--- src/rtl/booth_radix4_seq.sv ---
// -----------------------------------------------------------------------------
// booth_radix4_seq
//
// Iterative radix-4 Booth multiplier for the ALU multiply path. One operand
// pair is accepted in IDLE. The pair is retired DIGITS_PER_CYCLE Booth digits
// per RUN cycle through a shift/add datapath. The double-width product is then
// presented in DONE until the consumer takes it.
//
// Parameters
//   DATA_WIDTH        operand width W (even, >= 4)
//   DIGITS_PER_CYCLE  Booth digits retired per RUN cycle (1, 2 or 4)
//
// Ports
//   clock         rising-edge clock
//   clear         asynchronous active-high reset
//   start         operand strobe, taken only while in_ready = 1
//   signed_mode   1 = two's-complement operands, 0 = unsigned (sampled at accept)
//   multiplicand  operand M (sampled at accept)
//   multiplier    operand Q (sampled at accept)
//   in_ready      high only in IDLE
//   out_valid     high only in DONE
//   out_ready     consumer takes product while out_valid = 1
//   product       2W-bit result, registered, stable while out_valid = 1
//
// Optional feature
//   BOOTH_SEQ_EARLY_EXIT_EN : when defined, RUN checks before each step whether
//   the remaining multiplier bits {q, q_m1} are all equal. If they are, every
//   remaining digit is zero, so RUN jumps straight to DONE without adding.
//   When undefined, latency is fixed at S steps and no such comparator exists.
// -----------------------------------------------------------------------------
module booth_radix4_seq #(
    parameter int DATA_WIDTH       = 32,
    parameter int DIGITS_PER_CYCLE = 1
) (
    input  logic                      clock,
    input  logic                      clear,
    input  logic                      start,
    input  logic                      signed_mode,
    input  logic [DATA_WIDTH-1:0]     multiplicand,
    input  logic [DATA_WIDTH-1:0]     multiplier,
    output logic                      in_ready,
    output logic                      out_valid,
    input  logic                      out_ready,
    output logic [2*DATA_WIDTH-1:0]   product
);

    localparam int W        = DATA_WIDTH;
    // Accumulator and shifted multiplicand carry two guard bits above 2W so
    // that the unsigned-mode extension digit never overflows the datapath.
    localparam int ACC_W    = 2 * W + 2;
    localparam int Q_W      = W + 2;
    localparam int N_DIGITS = W / 2 + 1;
    localparam int STEPS    = (N_DIGITS + DIGITS_PER_CYCLE - 1) / DIGITS_PER_CYCLE;
    localparam int CNT_W    = (STEPS > 1) ? $clog2(STEPS) : 1;
    localparam logic [CNT_W-1:0] LAST_STEP = CNT_W'(STEPS - 1);

    typedef enum logic [1:0] {
        ST_IDLE = 2'd0,
        ST_RUN  = 2'd1,
        ST_DONE = 2'd2
    } state_t;

    state_t                state_r;
    state_t                state_next_s;

    logic [ACC_W-1:0]      acc_r;
    logic [ACC_W-1:0]      mshift_r;
    logic [Q_W-1:0]        q_r;
    logic                  q_m1_r;
    logic [CNT_W-1:0]      cnt_r;
    logic [2*W-1:0]        product_r;

    logic [ACC_W-1:0]      ext_m_s;
    logic [Q_W-1:0]        ext_q_s;

    logic [ACC_W-1:0]      acc_walk_s;
    logic [ACC_W-1:0]      m_walk_s;
    logic [Q_W-1:0]        q_walk_s;
    logic                  q_m1_walk_s;

    logic                  early_exit_s;
    logic                  done_entry_s;
    logic [2*W-1:0]        result_s;

    // Radix-4 Booth recoding: selects the multiple of the shifted multiplicand
    // that corresponds to the digit window {q[1], q[0], q_m1}.
    function automatic logic [ACC_W-1:0] booth_addend(
        input logic [ACC_W-1:0] m,
        input logic [2:0]       sel
    );
        logic [ACC_W-1:0] m2;
        logic [ACC_W-1:0] res;
        m2 = {m[ACC_W-2:0], 1'b0};
        case (sel)
            3'b000, 3'b111: res = {ACC_W{1'b0}};
            3'b001, 3'b010: res = m;
            3'b011:         res = m2;
            3'b100:         res = {ACC_W{1'b0}} - m2;
            3'b101, 3'b110: res = {ACC_W{1'b0}} - m;
            default:        res = {ACC_W{1'b0}};
        endcase
        return res;
    endfunction

    // Operand extension: sign or zero fill depending on the requested mode.
    // M is filled to the full accumulator width so that the modular sum
    // produces the exact low 2W bits in both modes.
    always_comb begin
        if (signed_mode) begin
            ext_m_s = {{(ACC_W - W){multiplicand[W-1]}}, multiplicand};
            ext_q_s = {{2{multiplier[W-1]}}, multiplier};
        end else begin
            ext_m_s = {{(ACC_W - W){1'b0}}, multiplicand};
            ext_q_s = {2'b00, multiplier};
        end
    end

    // One RUN step: retire DIGITS_PER_CYCLE digits back to back, each digit
    // seeing the multiplicand and multiplier already shifted by its predecessor.
    always_comb begin
        acc_walk_s  = acc_r;
        m_walk_s    = mshift_r;
        q_walk_s    = q_r;
        q_m1_walk_s = q_m1_r;
        for (int d = 0; d < DIGITS_PER_CYCLE; d++) begin
            acc_walk_s  = acc_walk_s + booth_addend(m_walk_s, {q_walk_s[1:0], q_m1_walk_s});
            m_walk_s    = {m_walk_s[ACC_W-3:0], 2'b00};
            q_m1_walk_s = q_walk_s[1];
            q_walk_s    = {{2{q_walk_s[Q_W-1]}}, q_walk_s[Q_W-1:2]};
        end
    end

`ifdef BOOTH_SEQ_EARLY_EXIT_EN
    // The multiplier shifts arithmetically, so once {q, q_m1} is uniform every
    // remaining digit window is 000 or 111 and decodes to zero.
    assign early_exit_s = (&{q_r, q_m1_r}) | ~(|{q_r, q_m1_r});
`else
    assign early_exit_s = 1'b0;
`endif

    // On an early exit nothing is added in the final RUN cycle, so the result
    // comes from the accumulator as it stands rather than from the step sum.
    assign result_s     = early_exit_s ? acc_r[2*W-1:0] : acc_walk_s[2*W-1:0];
    assign done_entry_s = (state_r == ST_RUN) && (state_next_s == ST_DONE);

    // State register.
    always_ff @(posedge clock or posedge clear) begin
        if (clear) begin
            state_r <= ST_IDLE;
        end else begin
            state_r <= state_next_s;
        end
    end

    // Next-state logic: accept in IDLE, iterate in RUN, hold in DONE until taken.
    always_comb begin
        state_next_s = state_r;
        case (state_r)
            ST_IDLE: begin
                if (start) begin
                    state_next_s = ST_RUN;
                end else begin
                    state_next_s = ST_IDLE;
                end
            end
            ST_RUN: begin
                if (early_exit_s) begin
                    state_next_s = ST_DONE;
                end else if (cnt_r == LAST_STEP) begin
                    state_next_s = ST_DONE;
                end else begin
                    state_next_s = ST_RUN;
                end
            end
            ST_DONE: begin
                if (out_ready) begin
                    state_next_s = ST_IDLE;
                end else begin
                    state_next_s = ST_DONE;
                end
            end
            default: begin
                state_next_s = ST_IDLE;
            end
        endcase
    end

    // Handshake outputs decoded from the state register.
    always_comb begin
        in_ready  = 1'b0;
        out_valid = 1'b0;
        case (state_r)
            ST_IDLE: begin
                in_ready  = 1'b1;
                out_valid = 1'b0;
            end
            ST_DONE: begin
                in_ready  = 1'b0;
                out_valid = 1'b1;
            end
            default: begin
                in_ready  = 1'b0;
                out_valid = 1'b0;
            end
        endcase
    end

    // Datapath registers: load operands on accept, advance one step per RUN
    // cycle, and freeze otherwise so input changes after accept are ignored.
    always_ff @(posedge clock or posedge clear) begin
        if (clear) begin
            acc_r    <= {ACC_W{1'b0}};
            mshift_r <= {ACC_W{1'b0}};
            q_r      <= {Q_W{1'b0}};
            q_m1_r   <= 1'b0;
            cnt_r    <= {CNT_W{1'b0}};
        end else begin
            case (state_r)
                ST_IDLE: begin
                    if (start) begin
                        acc_r    <= {ACC_W{1'b0}};
                        mshift_r <= ext_m_s;
                        q_r      <= ext_q_s;
                        q_m1_r   <= 1'b0;
                        cnt_r    <= {CNT_W{1'b0}};
                    end
                end
                ST_RUN: begin
                    if (!early_exit_s) begin
                        acc_r    <= acc_walk_s;
                        mshift_r <= m_walk_s;
                        q_r      <= q_walk_s;
                        q_m1_r   <= q_m1_walk_s;
                        cnt_r    <= cnt_r + CNT_W'(1);
                    end
                end
                default: begin
                    acc_r    <= acc_r;
                    mshift_r <= mshift_r;
                    q_r      <= q_r;
                    q_m1_r   <= q_m1_r;
                    cnt_r    <= cnt_r;
                end
            endcase
        end
    end

    // Product register: updated only on entry to DONE, so it stays stable
    // through backpressure and keeps the last result while idle.
    always_ff @(posedge clock or posedge clear) begin
        if (clear) begin
            product_r <= {(2 * W){1'b0}};
        end else if (done_entry_s) begin
            product_r <= result_s;
        end
    end

    assign product = product_r;

endmodule

--- config.mk ---
export PLATFORM = sky130hd
export DESIGN_NAME = booth_radix4_seq
export DESIGN_NICKNAME = d
export VERILOG_FILES = /design/src/rtl/booth_radix4_seq.sv
export SDC_FILE = /design/constraint.sdc
export NUM_CORES = 1
export LEC_CHECK = 0
export CORE_UTILIZATION = 64
export DETAILED_ROUTE_END_ITERATION = 12
export PLACE_DENSITY = 0.87
export SLEW_MARGIN = 5
export SYNTH_ARGS = -nofsm -noshare
export SYNTH_HDL_FRONTEND = slang
export SYNTH_SLANG_ARGS = --single-unit
--- constraint.sdc ---
create_clock -name clock -period 14.5 [get_ports clock]
set_input_delay 2.175 -clock clock [delete_from_list [all_inputs] [get_ports clock]]
set_output_delay 2.175 -clock clock [all_outputs]
set_load 0.05 [all_outputs]
# After elaboration in Yosys (flattened, before gate mapping)
# Cells that the tools add are included.
# totals
ff_bits	238
in_bits	69
wordCells	53
# classes
add_sub_neg	4
n_eq_ne	12
n_mux	19
n_bitwise	1
reduce_logical	9
# ops
cell	n
$pmux W66 S5	1
$pmux W66 S2	2
$mux W66	3
$sub A1 B66 Y66 const A	2
$mux W34	2
$pmux W34 S2	1
$add A66 B66 Y66	1
$eq A3 B3 Y1 const B	4
$pmux W5 S2	1
$eq A3 B2 Y1 const B	2
$pmux W2 S3	1
$reduce_or A2 Y1	3
$add A5 B1 Y5 const B	1
$eq A5 B5 Y1 const B	1
$mux W5	1
$eq A2 B2 Y1 const B	2
$mux W1	4
$mux W2	2
$eq A3 B1 Y1 const B	1
$logic_not A3 Y1	1
$reduce_and A3 Y1	1
$eq A2 B1 Y1 const B	1
$logic_not A2 Y1	1
$ne A2 B2 Y1 const B	1
other kinds (5)	5

# Longest topological paths before layout
# depth
depth_word	5
depth_mapped	22
depth_no_buf	21

# Least setup slack after synthesis
# Ideal clock, no wire load.
# synth_path
path_kind	register -> register
start	register mshift_r[2]
end	register product_r[54] (netlist: product[54])
t_arrival_ps	5418
t_required_ps	14369
setup_slack_ps	8952
path_stages_with_launch	21
path_buffers	3
path_cell_list	dfrtp_1 -> clkbuf_1 -> or3_1 -> clkbuf_1 -> nor4b_1 -> nand3_1 -> or4b_1 -> or3_1 -> or4_1 -> nand2_1 -> xor2_1 -> o221ai_1 -> ha_1 -> clkbuf_1 -> nand4_1 -> or2_2 -> or4b_2 -> o21a_1 -> a31oi_1 -> xnor2_1 -> o21ai_0
# synth_via
elab_chain_cells	3
elab_cells_between_ends	4
classes_between	3 x add/sub; 1 x mux
# synth_lines
element	line	source
start: declaration	67	logic [ACC_W-1:0] mshift_r;
start signal: assignment	213	mshift_r <= {ACC_W{1'b0}};
start signal: assignment	222	mshift_r <= ext_m_s;
start signal: assignment	231	mshift_r <= m_walk_s;
$sub A1 B66 Y66 (on tied branches)	99, 98	
$pmux W66 S5 (*)	94	case (sel)
$add A66 B66 Y66 (*)	126	acc_walk_s = acc_walk_s + booth_addend(m_walk_s, {q_walk_s[1:0], q_m1_walk_s});
end signal: assignment	252	product_r <= {(2 * W){1'b0}};
end signal: assignment	254	product_r <= result_s;
end: declaration	71	logic [2*W-1:0] product_r;
# Mark *: on every way between the ends. The rest lies on a longest branch, timed or not.
# A chain may end at the register's enable or synchronous reset.

# Worst setup path after layout
# layout_path
start	register mshift_r[2]
end	register acc_r[63]
# layout_via
elab_chain_cells	4
elab_cells_between_ends	5
classes_between	3 x add/sub; 2 x mux
# layout_lines
element	line	source
$sub A1 B66 Y66 (on tied branches)	99, 98	
$pmux W66 S5 (*)	94	
$add A66 B66 Y66 (*)	126	
$pmux W66 S2 (*)	218	case (state_r)
end signal: assignment	212	acc_r <= {ACC_W{1'b0}};
end signal: assignment	221	acc_r <= {ACC_W{1'b0}};
end signal: assignment	230	acc_r <= acc_walk_s;
end: declaration	66	logic [ACC_W-1:0] acc_r;
# Marked as above.

==> results.md <==
* Fin crit share at 0.4572
* Final worst path period need at 6630 ps
* CTS buffer count at 26
* Synth Area in Simple Gates at 0.2127
* Pre-CTS setup slack at 7914 ps
* HP Class: reg -> reg
* Die area at 26500 sq um
* IO Port Bufs at 134
* IO Pins at 135
* Vias per inst at 6.633
* Root Driver: clkbuf_16
* Cell with the most instances after synthesis: nand2_1
* # setup viols final at 0
* GR Overflow Total at 0
* Syn_nets at 2212
* H-tree levels at 1
* DRT iter0 DRCs at 1663
* Slew Limit Headroom at 0.1676
* Yosys warnings at 0
* Layout cells sized above 1 at 0.05654
* Gpl congestion at 0.9492
* Final worst slack at 7870 ps
* Drt first pass iters at 6
* Largest cells by area after synthesis: dfrtp_1 35%, nand2_1 8.7%, o21ai_0 6.0%, ha_1 5.0%, xnor2_1 4.3%
* Vias in the first global route at 14989
* Max cap viols at 0
* First-pass GRT wire length at 78.13 mm
* Via Count at 16039
* Post-synth top area share at 0.3539
* Antenna violations before repair at 2
* CTS Buffer Depth at 3
* Final hold slack at 477.6 ps
* Status: finished, final reports clean
* Startpoint Class: register
* Synth unique cells at 70
* Post-placement cell count at 2370
* Final cell count without fillers at 2418
* Post-CTS Setup Inserts at 0
* Unrepaired setup endpoints after global routing: false
* Max Fclk at 0.1508 GHz
* CTS clk-pin slew, worst paths at 60 ps
* Nets at 2204
* Routed Wire Length at 48.82 mm
* Setup CP Type: reg -> reg
* # clock sinks at 234
* Die span in x at 162.8 um
* # DRC at 0
* Cell count after synthesis at 2076
* Synth top cells by count: 385 x nand2_1, 234 x dfrtp_1, 197 x o21ai_0, 177 x clkbuf_1, 127 x nand3_1
* Core Rows at 58
* Core Area at 25250 sq um
* Main combinational cell family by area after synthesis: compound AO/OA/AOI/OAI gates
* Total Neg Setup Slack at 0 ps
* FF+latch count, synth at 234
* Post-synth EDFFs at 0
* GRT Total Usage at 0.3692
* Initial Utilization at 0.6552
* Clock Skew at 12.75 ps
* Worst-Skew Late Latency at 560 ps
* Largest net degree at the start of global routing at 105
* Layout area overhead at 12.48%
* Syn Area/Cell at 7.970 sq um
* WL per Instance at 20.19 um
* Largest area contributor in the netlist: dfrtp_1
* Post-synthesis adder-cell area fraction at 0.05112
* Hold-fix buffer count after cts at 0
* Worst Path Required at 14900 ps
* Final hold viol count at 0
* Worst-Margin Slew at 1217 ps
* Synth Area in Compound Gates at 0.2306
* Die H at 162.8 um
* Crit path capture type: register
* Multiplexer area fraction after synthesis at 0.02057
* Async set-reset flop share out of synthesis at 1.000
* Synth Area in XOR/XNOR at 0.08099
* Synth Cell Area at 16550 sq um
* Post-DRT Antenna Nets at 0
* # resized after CTS at 0
* CP Max Fanout at 9
* Fill cells at 1934
* CTS tree: done
* Final slew viol count at 0
* Sequential cell area fraction in the yosys report at 0.3539
* Detailed placement HPWL at 33.89 mm
* Top FF cell, synth: dfrtp_1
* CP arrival at 7030 ps
## registers in the layout, indices dropped and copies added (netlist names)
register  flops
acc_r        64
product      64
cnt_r         5
state_r       2
q_r          34
mshift_r     64
q_m1_r        1
## per-layer routing
metal | share of wire | routed length [um] | global-route usage | vias to the layer above
li1 | - | - | - | 7418
met1 | 0.43 | 21060 | 0.5239 | 7583
met2 | 0.43 | 20770 | 0.5426 | 904
met3 | 0.11 | 5426 | 0.09320 | 132
met4 | 0.032 | 1549 | 0.1338 | 2
met5 | 0.00027 | 13 | 0 | -
## cell type report
cell class	instances	area [sq um]	share of cell area
well taps	330	412.9	0.02219
repair buffers	154	1491	0.08014
clock inverters	10	97.59	0.005244
flip-flops and latches	234	5859	0.3148
clock buffers	37	732.0	0.03933
inverters	27	108.9	0.005849
multi-input cells	1625	9906	0.5323
diodes	1	2.502	0.0001345
## cell usage in the layout, fill, tap and decap left out, drive strengths merged, types with 9 or more instances in the layout
cell type	instances
nand2	385
dfrtp	234
o21ai	200
clkdlybuf4s50	134
nand3	127
a21oi	104
nor2	101
a22oi	88
xnor2	81
xor2	72
ha	66
nor3	38
clkbuf	37
a21o	27
inv	27
nand4	25
mux2	24
a31oi	23
a221oi	20
buf	20
o21bai	16
a22o	15
or3	15
o221ai	14
nand2b	14
a211oi	12
or2	12
nor4	12
or4	11
o22ai	10
o21a	10
o31ai	10
nor2b	10
o211ai	9
clkinv	9
## kinds of logic after synthesis
group,count (synthesis)
compound gates,596
xor+xnor,153
fa+ha+maj,67
buf+inv,217
flops,234
mux,31
simple gates,778
## worst max-delay path: stages, from the launching register on
cell	delay, ps
dfrtp_1	460
or3_1	510
nor4b_1	320
nand3_1	240
or4b_1	590
or3_1	420
or4_1	440
nand2_1	100
xor2_1	150
o221ai_1	160
ha_1	480
nand4_1	190
or2_2	340
a2111oi_0	1020
nor3_1	240
o311ai_0	480
xor2_1	240
o21ai_1	90
## final timing paths
path	to	depth (start not counted)	slack [ps]	start
min in group asynchronous	mshift_r[18]	2	2120	clear
max in group asynchronous	q_r[0]	4	9990	clear
min	product[18]	2	480	product[18]
max reg2reg	acc_r[63]	17	7870	mshift_r[2]
min reg2reg	product[18]	2	480	product[18]
max	acc_r[63]	17	7870	mshift_r[2]
## metrics by stage
stage	util	area [sq um]
final	0.7369	18610
after detailed placement	0.7040	17780
after floorplan	-	16550
after CTS	0.7368	18610
after global placement	0.7040	17780
after global routing	0.7368	18610
Power is not shown: default switching activity piles up to over one toggle a cycle in this logic, so the estimate is an artifact.
